$ cat config.mk
export PLATFORM = sky130hd
export DESIGN_NAME = pe_out_drain_flat
export DESIGN_NICKNAME = d
export VERILOG_FILES = /design/src/rtl/pe_out_drain_pkg.sv /design/src/rtl/pe_out_drain_if.sv /design/src/rtl/pe_out_drain_fifo.sv /design/src/rtl/pe_out_drain.sv /design/src/flat_wrapper.sv
export SDC_FILE = /design/constraint.sdc
export NUM_CORES = 2
export LEC_CHECK = 0
export ABC_AREA = 1
export CAP_MARGIN = 20
export CORE_AREA = 2 2 305 307
export DETAILED_ROUTE_END_ITERATION = 16
export DIE_AREA = 0 0 307 309
export HOLD_SLACK_MARGIN = 0.05
export PLACE_DENSITY = 0.78
export REMOVE_ABC_BUFFERS = 1
export SLEW_MARGIN = 20
export SYNTH_ARGS = -nofsm -noshare
export SYNTH_HDL_FRONTEND = slang
export SYNTH_SLANG_ARGS = --single-unit
$ cat constraint.sdc
create_clock -name clk -period 46.3 [get_ports clk]
set_input_delay 6.945 -clock clk [delete_from_list [all_inputs] [get_ports clk]]
set_output_delay 6.945 -clock clk [all_outputs]
set_load 0.1 [all_outputs]
$ cat src/rtl/pe_out_drain_pkg.sv
// Shared definitions for the PE array result path.
// Purpose: defines the tile geometry and packing once so that the PE array
// and the drain block agree on where row r / lane n lives inside a tile:
// lane n of row r sits at bits (r*PE_COL+n)*PE_DW +: PE_DW.
// Contents: geometry localparams, lane/row/tile typedefs, drain FSM state
// encoding and a helper for index widths.
package pe_out_drain_pkg;

  localparam int PE_COL   = 16;
  localparam int PE_ROW   = 2;
  localparam int PE_DW    = 16;
  localparam int PE_DEPTH = 2;

  typedef logic [PE_DW-1:0]  lane_t;
  typedef lane_t [PE_COL-1:0] row_t;
  typedef row_t  [PE_ROW-1:0] tile_t;

  // Occupancy view of the tile buffer, exposed for debug/checkers.
  typedef enum logic [1:0] {
    ST_EMPTY = 2'd0,
    ST_DRAIN = 2'd1,
    ST_FULL  = 2'd2
  } drain_state_e;

  // Width of a row index; a single-row tile still gets a 1-bit index.
  function automatic int row_w(input int rows);
    return (rows > 1) ? $clog2(rows) : 1;
  endfunction

endpackage

$ cat src/rtl/pe_out_drain_if.sv
// Tile capture + row-beat output bus of the drain block.
// Handshakes: both streams use strict valid/ready. A transfer happens on a
// rising clk edge where valid and ready are both high; once valid is high
// the producer holds valid and its payload unchanged until that transfer.
// cap_*: PE array -> drain, one whole tile per transfer.
// out_*: drain -> output buffer, one row (COL lanes) per transfer, with the
//        row index and a last-row marker.
// Modports: master = environment side (PE array / output buffer),
//           slave  = the drain block.
interface pe_out_drain_if
  import pe_out_drain_pkg::*;
#(
  parameter int COL = PE_COL,
  parameter int ROW = PE_ROW,
  parameter int DW  = PE_DW
) ();

  localparam int RW = row_w(ROW);

  logic                  cap_valid;
  logic                  cap_ready;
  logic [ROW*COL*DW-1:0] cap_data;
  logic                  out_valid;
  logic                  out_ready;
  logic [COL*DW-1:0]     out_data;
  logic [RW-1:0]         out_row;
  logic                  out_last;

  modport master (
    output cap_valid, cap_data, out_ready,
    input  cap_ready, out_valid, out_data, out_row, out_last
  );

  modport slave (
    input  cap_valid, cap_data, out_ready,
    output cap_ready, out_valid, out_data, out_row, out_last
  );

endinterface

$ cat src/rtl/pe_out_drain_fifo.sv
// pe_tile_fifo: circular buffer of DEPTH whole tiles.
// Ports:
//   clk, rst   clock, asynchronous active-high reset
//   push       write push_data into slot wr_ptr (ignored when full)
//   push_data  tile to store
//   pop        retire slot rd_ptr (ignored when empty)
//   rd_data    contents of slot rd_ptr (valid or not)
//   count      number of stored tiles, 0..DEPTH
// DEPTH is a power of two so the pointers wrap by natural overflow.
module pe_tile_fifo #(
  parameter int TW    = 512,
  parameter int DEPTH = 2
) (
  input  logic                         clk,
  input  logic                         rst,
  input  logic                         push,
  input  logic [TW-1:0]                push_data,
  input  logic                         pop,
  output logic [TW-1:0]                rd_data,
  output logic [$clog2(DEPTH+1)-1:0]   count
);

  localparam int PW = $clog2(DEPTH);
  localparam int CW = $clog2(DEPTH+1);

  logic [TW-1:0] mem [DEPTH];
  logic [PW-1:0] wr_ptr;
  logic [PW-1:0] rd_ptr;
  logic          full;
  logic          empty;
  logic          push_ok;
  logic          pop_ok;

  assign full    = (count == CW'(DEPTH));
  assign empty   = (count == '0);
  assign push_ok = push & ~full;
  assign pop_ok  = pop & ~empty;
  assign rd_data = mem[rd_ptr];

  always_ff @(posedge clk or posedge rst) begin
    if (rst) begin
      for (int i = 0; i < DEPTH; i++) mem[i] <= '0;
      wr_ptr <= '0;
      rd_ptr <= '0;
      count  <= '0;
    end else begin
      if (push_ok) begin
        mem[wr_ptr] <= push_data;
        wr_ptr      <= wr_ptr + PW'(1);
      end
      if (pop_ok) rd_ptr <= rd_ptr + PW'(1);
      // Simultaneous push and pop leaves the occupancy unchanged.
      case ({push_ok, pop_ok})
        2'b10:   count <= count + CW'(1);
        2'b01:   count <= count - CW'(1);
        default: count <= count;
      endcase
    end
  end

endmodule

$ cat src/rtl/pe_out_drain.sv
// pe_out_drain: captures finished result tiles from the PE array, buffers
// up to DEPTH of them and drains each tile one row per beat.
// Ports:
//   clk, rst   clock, asynchronous active-high reset (drops all buffered tiles)
//   bus        pe_out_drain_if.slave: cap_* tile capture, out_* row beats
//   ovf        sticky, set when a tile is offered while the buffer is full
//   tile_cnt   number of tiles whose last row has been accepted (wraps)
// cap_ready and out_valid come straight from the registered occupancy
// state, so a pop never frees a slot for a capture in the same cycle.
module pe_out_drain
  import pe_out_drain_pkg::*;
#(
  parameter int COL   = PE_COL,
  parameter int ROW   = PE_ROW,
  parameter int DW    = PE_DW,
  parameter int DEPTH = PE_DEPTH
) (
  input  logic          clk,
  input  logic          rst,
  pe_out_drain_if.slave bus,
  output logic          ovf,
  output logic [15:0]   tile_cnt
);

  localparam int RW = row_w(ROW);
  localparam int BW = COL * DW;
  localparam int TW = ROW * BW;
  localparam int CW = $clog2(DEPTH+1);

  drain_state_e  state;
  logic [CW-1:0] count;
  logic [TW-1:0] rd_tile;
  logic [RW-1:0] row_idx;
  logic          last_row;
  logic          cap_fire;
  logic          beat_fire;
  logic          tile_done;

  assign bus.cap_ready = (state != ST_FULL);
  assign bus.out_valid = (state != ST_EMPTY);
  assign bus.out_data  = rd_tile[row_idx*BW +: BW];
  assign bus.out_row   = row_idx;
  assign last_row      = (row_idx == RW'(ROW-1));
  assign bus.out_last  = last_row & bus.out_valid;

  assign cap_fire  = bus.cap_valid & bus.cap_ready;
  assign beat_fire = bus.out_valid & bus.out_ready;
  assign tile_done = beat_fire & last_row;

  pe_tile_fifo #(
    .TW    (TW),
    .DEPTH (DEPTH)
  ) u_fifo (
    .clk       (clk),
    .rst       (rst),
    .push      (cap_fire),
    .push_data (bus.cap_data),
    .pop       (tile_done),
    .rd_data   (rd_tile),
    .count     (count)
  );

  // Occupancy FSM tracks the fifo count; DEPTH >= 2 so an empty buffer
  // always moves to DRAIN first.
  always_ff @(posedge clk or posedge rst) begin
    if (rst) begin
      state <= ST_EMPTY;
    end else begin
      case (state)
        ST_EMPTY: if (cap_fire) state <= ST_DRAIN;
        ST_DRAIN: begin
          if (cap_fire && !tile_done && count == CW'(DEPTH-1))
            state <= ST_FULL;
          else if (tile_done && !cap_fire && count == CW'(1))
            state <= ST_EMPTY;
        end
        ST_FULL:  if (tile_done) state <= ST_DRAIN;
        default:  state <= ST_EMPTY;
      endcase
    end
  end

  // Row sequencer plus debug counters.
  always_ff @(posedge clk or posedge rst) begin
    if (rst) begin
      row_idx  <= '0;
      ovf      <= 1'b0;
      tile_cnt <= '0;
    end else begin
      if (beat_fire) row_idx <= last_row ? '0 : row_idx + RW'(1);
      if (bus.cap_valid && !bus.cap_ready) ovf <= 1'b1;
      if (tile_done) tile_cnt <= tile_cnt + 16'd1;
    end
  end

endmodule

$ cat src/flat_wrapper.sv
// flat-port wrapper written by rule: the top's interface ports become plain ports
module pe_out_drain_flat import pe_out_drain_pkg::*;
#(
  parameter int COL   = PE_COL,
  parameter int ROW   = PE_ROW,
  parameter int DW    = PE_DW,
  parameter int DEPTH = PE_DEPTH
)
  (clk, rst, ovf, tile_cnt, bus_cap_valid, bus_cap_data, bus_out_ready, bus_cap_ready, bus_out_valid, bus_out_data, bus_out_row, bus_out_last);
  pe_out_drain_if #(.COL(COL), .ROW(ROW), .DW(DW)) bus_i ();
  input  logic clk;
  input  logic rst;
  output logic ovf;
  output logic [15:0] tile_cnt;
  input wire logic [$bits(bus_i.cap_valid)-1:0] bus_cap_valid;
  input wire logic [$bits(bus_i.cap_data)-1:0] bus_cap_data;
  input wire logic [$bits(bus_i.out_ready)-1:0] bus_out_ready;
  output wire logic [$bits(bus_i.cap_ready)-1:0] bus_cap_ready;
  output wire logic [$bits(bus_i.out_valid)-1:0] bus_out_valid;
  output wire logic [$bits(bus_i.out_data)-1:0] bus_out_data;
  output wire logic [$bits(bus_i.out_row)-1:0] bus_out_row;
  output wire logic [$bits(bus_i.out_last)-1:0] bus_out_last;
  assign bus_i.cap_valid = bus_cap_valid;
  assign bus_i.cap_data = bus_cap_data;
  assign bus_i.out_ready = bus_out_ready;
  assign bus_cap_ready = bus_i.cap_ready;
  assign bus_out_valid = bus_i.out_valid;
  assign bus_out_data = bus_i.out_data;
  assign bus_out_row = bus_i.out_row;
  assign bus_out_last = bus_i.out_last;
  pe_out_drain #(.COL(COL), .ROW(ROW), .DW(DW), .DEPTH(DEPTH)) u_core (.clk(clk), .rst(rst), .bus(bus_i), .ovf(ovf), .tile_cnt(tile_cnt));
endmodule
**Word-level counts from Yosys, hierarchy flattened**

Cells that the tools add are included.

- Flip-flop bits (word level): 1048
- Bits of input ports: 516
- Output and inout bits: 277
- Logic and storage cells: 66

- Add/sub/neg operators: 6
- Order comparisons: 3
- Equal/unequal tests: 10
- Shift operators: 1
- Multiplexer cells: 13
- Bitwise logic cells: 10
- Reduce and logical (&&, ||, !) cells: 14

Operators with widths:

| cell | number |
|---|---|
| $mux 512 | 4 |
| $bwmux 1024 | 1 |
| $demux 512 s1 | 1 |
| $shiftx 512x10->256 | 1 |
| $add 16x1->16 const B | 1 |
| $mux 2 | 4 |
| $and 1x1->1 | 6 |
| $eq 2x1->1 const B | 3 |
| $eq 2x2->1 const B | 3 |
| $logic_and 1x1->1 | 6 |
| $pmux 2 s3 | 1 |
| $ge 2x2->1 const B | 2 |
| $logic_not 2->1 | 2 |
| $ne 2x1->1 const B | 2 |
| $not 1->2 | 2 |
| $pmux 2 s2 | 1 |
| $reduce_bool 2->1 | 2 |
| $add 1x1->1 const B | 3 |
| $logic_not 1->1 | 3 |
| $ne 3x1->1 const B | 1 |
| $reduce_and 3->1 | 1 |
| $add 2x1->2 const B | 1 |
| $lt 2x1->1 const B | 1 |
| $ne 2x2->1 const B | 1 |
| 3 further kinds | 4 |

**Depth between registers and ports, before layout**

- Word-level depth: 8
- Mapped depth: 11
- Mapped depth without buffers: 8

**Hierarchy**

From an unflattened synthesis, not the netlist that was laid out.

- Cell total of the unflattened synthesis: 7193
- Area total of the unflattened synthesis: 52479.1 um^2

By module, submodules not included:

| module | times used | cells each | area each (um^2) | sequential area each (um^2) |
|---|---|---|---|---|
| pe_tile_fifo | 1 | 6229 | 48251.3 | 25724.7 |
| pe_out_drain | 1 | 964 | 4227.8 | 500.5 |

**Worst setup path before layout**

OpenSTA, ideal clock, no wires.

- Path kind: reg-to-output
- From: reg u_core.row_idx (netlist: u_core.bus.out_row)
- To: out bus_out_data[100]
- Data arrival time: 3228 ps
- Required time: 39355 ps
- Setup slack: 36127 ps
- Stages on the path, launching flop included: 6
- Path buffers: 3
- Cells stage by stage: dfrtp_1 -> clkbuf_1 -> clkbuf_1 -> clkbuf_1 -> o21ai_0 -> o22ai_1

- Word-level cells in the longest chain between the ends: 1

RTL lines:

| item | line | source |
|---|---|---|
| start, declared | pe_out_drain.sv:33 | `logic [RW-1:0] row_idx;` |
| start signal, assigned | pe_out_drain.sv:90 | `if (beat_fire) row_idx <= last_row ? '0 : row_idx + RW'(1);` |
| $shiftx 512x10->256 | pe_out_drain.sv:41 | `assign bus.out_data = rd_tile[row_idx*BW +: BW];` |
| end, declared | flat_wrapper.sv:20 | `output wire logic [$bits(bus_i.out_data)-1:0] bus_out_data;` |

Every way passes these cells.

**Final worst setup path**

- From: reg u_core.u_fifo.rd_ptr
- To: out bus_out_data[74]

- Word-level cells in the longest chain between the ends: 5

RTL lines:

| item | line | source |
|---|---|---|
| start, declared | pe_out_drain_fifo.sv:28 | `logic [PW-1:0] rd_ptr;` |
| start signal, assigned | pe_out_drain_fifo.sv:51 | `if (pop_ok) rd_ptr <= rd_ptr + PW'(1);` |
| $not 1->2 (not written as such) | pe_out_drain_fifo.sv:38 | `assign rd_data = mem[rd_ptr];` |
| $mux 512 (not written as such) (3 in a row) | pe_out_drain_fifo.sv:38 |  |
| $shiftx 512x10->256 | pe_out_drain.sv:41 |  |

Every way passes these cells. The select of a mux whose other input is x is not followed.

==> run metrics <==
wire per inst=18.1 microns; CTS resizes=0; share of cells above drive strength 1=0.0382; Slew @ Worst Pin=1150 ps; Final Setup Violations=0; Post-synth EDFFs=0; DP Wirelength=83.2 mm; Synth cell types=25; Seq cells post-synth=1048; Crit Path Category=reg -> out; Ys Warns=0; TritonCTS Buffers=107; area of the multi-input gates=0.0156 sq mm; drt first-iter violations=4114; Async S/R FF share, synth=1.00; Hold Path Class=reg -> reg; number of remaining DRC errors=0; grt ovf=0; area leader, netlist=dfrtp_1; hold buffer count at cts=0; Core Area=0.0914 sq mm; Final ANT Viol Nets=0; global-route wire length before repair=205 mm; Root Driver=clkbuf_16; setup TNS=0 ps; RSZ-0062 raised after global routing=no; CTS Buffer Depth=3; Critical Path, Cell by Cell=inv_8, buf_4, buf_4, o21ai_0, o22ai_1, clkdlybuf4s50_1; Nets=6474; hold slack final=478 ps; Tcrit/Tclk final=0.268; Buffers on Ports=792; critical path's slowest cell=clkdlybuf4s50_1; commonest cells in the netlist=o21ai_0, nand2_1, dfrtp_1; status=complete, no violations; Slew headroom=0.232; Die Ht=309 microns; DRT Pass-1 Iters=8; top-area cell type share of the netlist area=0.576; post-CTS setup buffers=0; die area=0.0949 sq mm; final slew viol count=0; gr usage total=0.270; Final min period=12390 ps; Routed WL=131 mm; site row count=111; H-tree Lvls=3; worst endpoint data arrival time=5440 ps; clk slew on worst S/H paths=60 ps; Max Clk Rate=0.0807 GHz; placer's final routability congestion estimate=0.844; Mapped Area=0.0455 sq mm; mean post-synth cell area=8.41 sq um; Via density=5.49; CTS tree=done; slowest stage delay, CP=1200 ps; Area Growth Syn to Fin=26.1%; CP endpoint kind=primary output; initial core utilization=0.498; vias=39.7k; CP required=39350 ps; max-cap violation count=0; Top FF cell, synth=dfrtp_1; Fin. Hold Viols=0; Ports=793; sequential cell area=0.0262 sq mm; vias in the first global route=38.8k; main area contributors after synthesis=dfrtp_1, o21ai_0, nand2_1, o21ai_1, inv_1; initial antenna violation count=23; clk sinks=1048; Clk Latency, worst-skew pair=700 ps; Gate Count Post-Synth=5407; crit-path most repeated cell=buf_4; Worst Setup Start Kind=flip-flop; Clock Skew=38.3 ps; die width=307 microns; sequential share of the synthesized area=0.576; Fill cells=7412; most frequent cell after synthesis=o21ai_0; maximum net fanout on the critical path=142; largest net degree at the start of global routing=237
-- state kept, by name, indices dropped and copies added, names as in the netlist --
| register | flops |
|---|---|
| u_core.u_fifo.count | 2 |
| u_core.bus.out_row | 1 |
| u_core.tile_cnt | 16 |
| u_core.state | 2 |
| u_core.u_fifo.mem | 1024 |
| u_core.u_fifo.wr_ptr | 1 |
| u_core.u_fifo.rd_ptr | 1 |
| u_core.ovf | 1 |
-- per-layer routing --
| layer | GRT usage | share of wire |
|---|---|---|
| met5 | 0 | 0.00054 |
| met4 | 0.176 | 0.061 |
| met3 | 0.0536 | 0.076 |
| met2 | 0.432 | 0.48 |
| met1 | 0.335 | 0.39 |
-- kinds of logic (layout without fill, tap and decap cells) --
group	count (synthesis)	in the layout	share of synthesized area
flops	1048	1048	0.576
xor+xnor	14	14	0.00270
buf+inv	931	1564	0.0808
compound gates	1799	1799	0.205
other cells	0	19	0
fa+ha+maj	5	5	0.00138
simple gates	1610	1610	0.134
-- final cells by class --
cell class	count	area share
diodes	19	0.000829
multi-input cells	3428	0.272
clock buffers	147	0.0532
well taps	1186	0.0259
inverters	533	0.0353
flip-flops and latches	1048	0.457
repair buffers	835	0.145
clock inverters	49	0.0101
-- per-stage QoR --
stage               utilization  std cells  setup WS [ps]  cell area, sq um
floorplan                     -       5009           9860             43800
global placement          0.587       7029          34350             53700
detailed placement        0.587       7029          34280             53700
CTS                       0.627       7225          33980             57300
global route              0.628       7240          33730             57400
finish                    0.628       7245          33910             57400
-- cells in the final DEF, fill, tap and decap left out, types with 5 or more instances in the layout --
cell type        Yosys  final
ha_1                 5      5
o21ai_0           1140   1140
xnor2_1              8      8
clkbuf_8             0     18
o21ai_1            400    400
bufinv_16            0     11
buf_4                1     35
clkinv_2             0     28
clkbuf_16            0    109
nor2_1             526    526
o22ai_1            256    256
buf_12               0      5
diode_2              0     19
xor2_1               6      6
nand2_1           1064   1064
inv_1              531    529
dfrtp_1           1048   1046
clkdlybuf4s50_1      0    791
clkbuf_1           263     20
nand3_1              9      8
-- worst max-delay path, delay by kind of cell, from the launching register on --
| kind | cells | cell delay (ps) |
|---|---|---|
| AO/OA/AOI/OAI | 2 | 470 |
| buffers and inverters | 4 | 3390 |
| flip-flops | 1 | 630 |
-- worst paths after layout --
kind | start | endpoint | slack [ps] | depth (start not counted)
setup / recovery | u_core.u_fifo.rd_ptr | bus_out_data[74] | 33910 | 6
hold / removal | u_core.u_fifo.mem[163] | u_core.u_fifo.mem[163] | 480 | 2
setup reg to reg | u_core.u_fifo.count[0] | u_core.u_fifo.mem[322] | 41270 | 9
hold reg to reg | u_core.u_fifo.mem[163] | u_core.u_fifo.mem[163] | 480 | 2
min in group asynchronous | rst | u_core.u_fifo.mem[701] | 6780 | 2
max in group asynchronous | rst | u_core.u_fifo.mem[27] | 36570 | 5
Power is left out: the tool's default activity adds up to more than one toggle a clock period on the data nets, which glitch-free logic cannot reach.
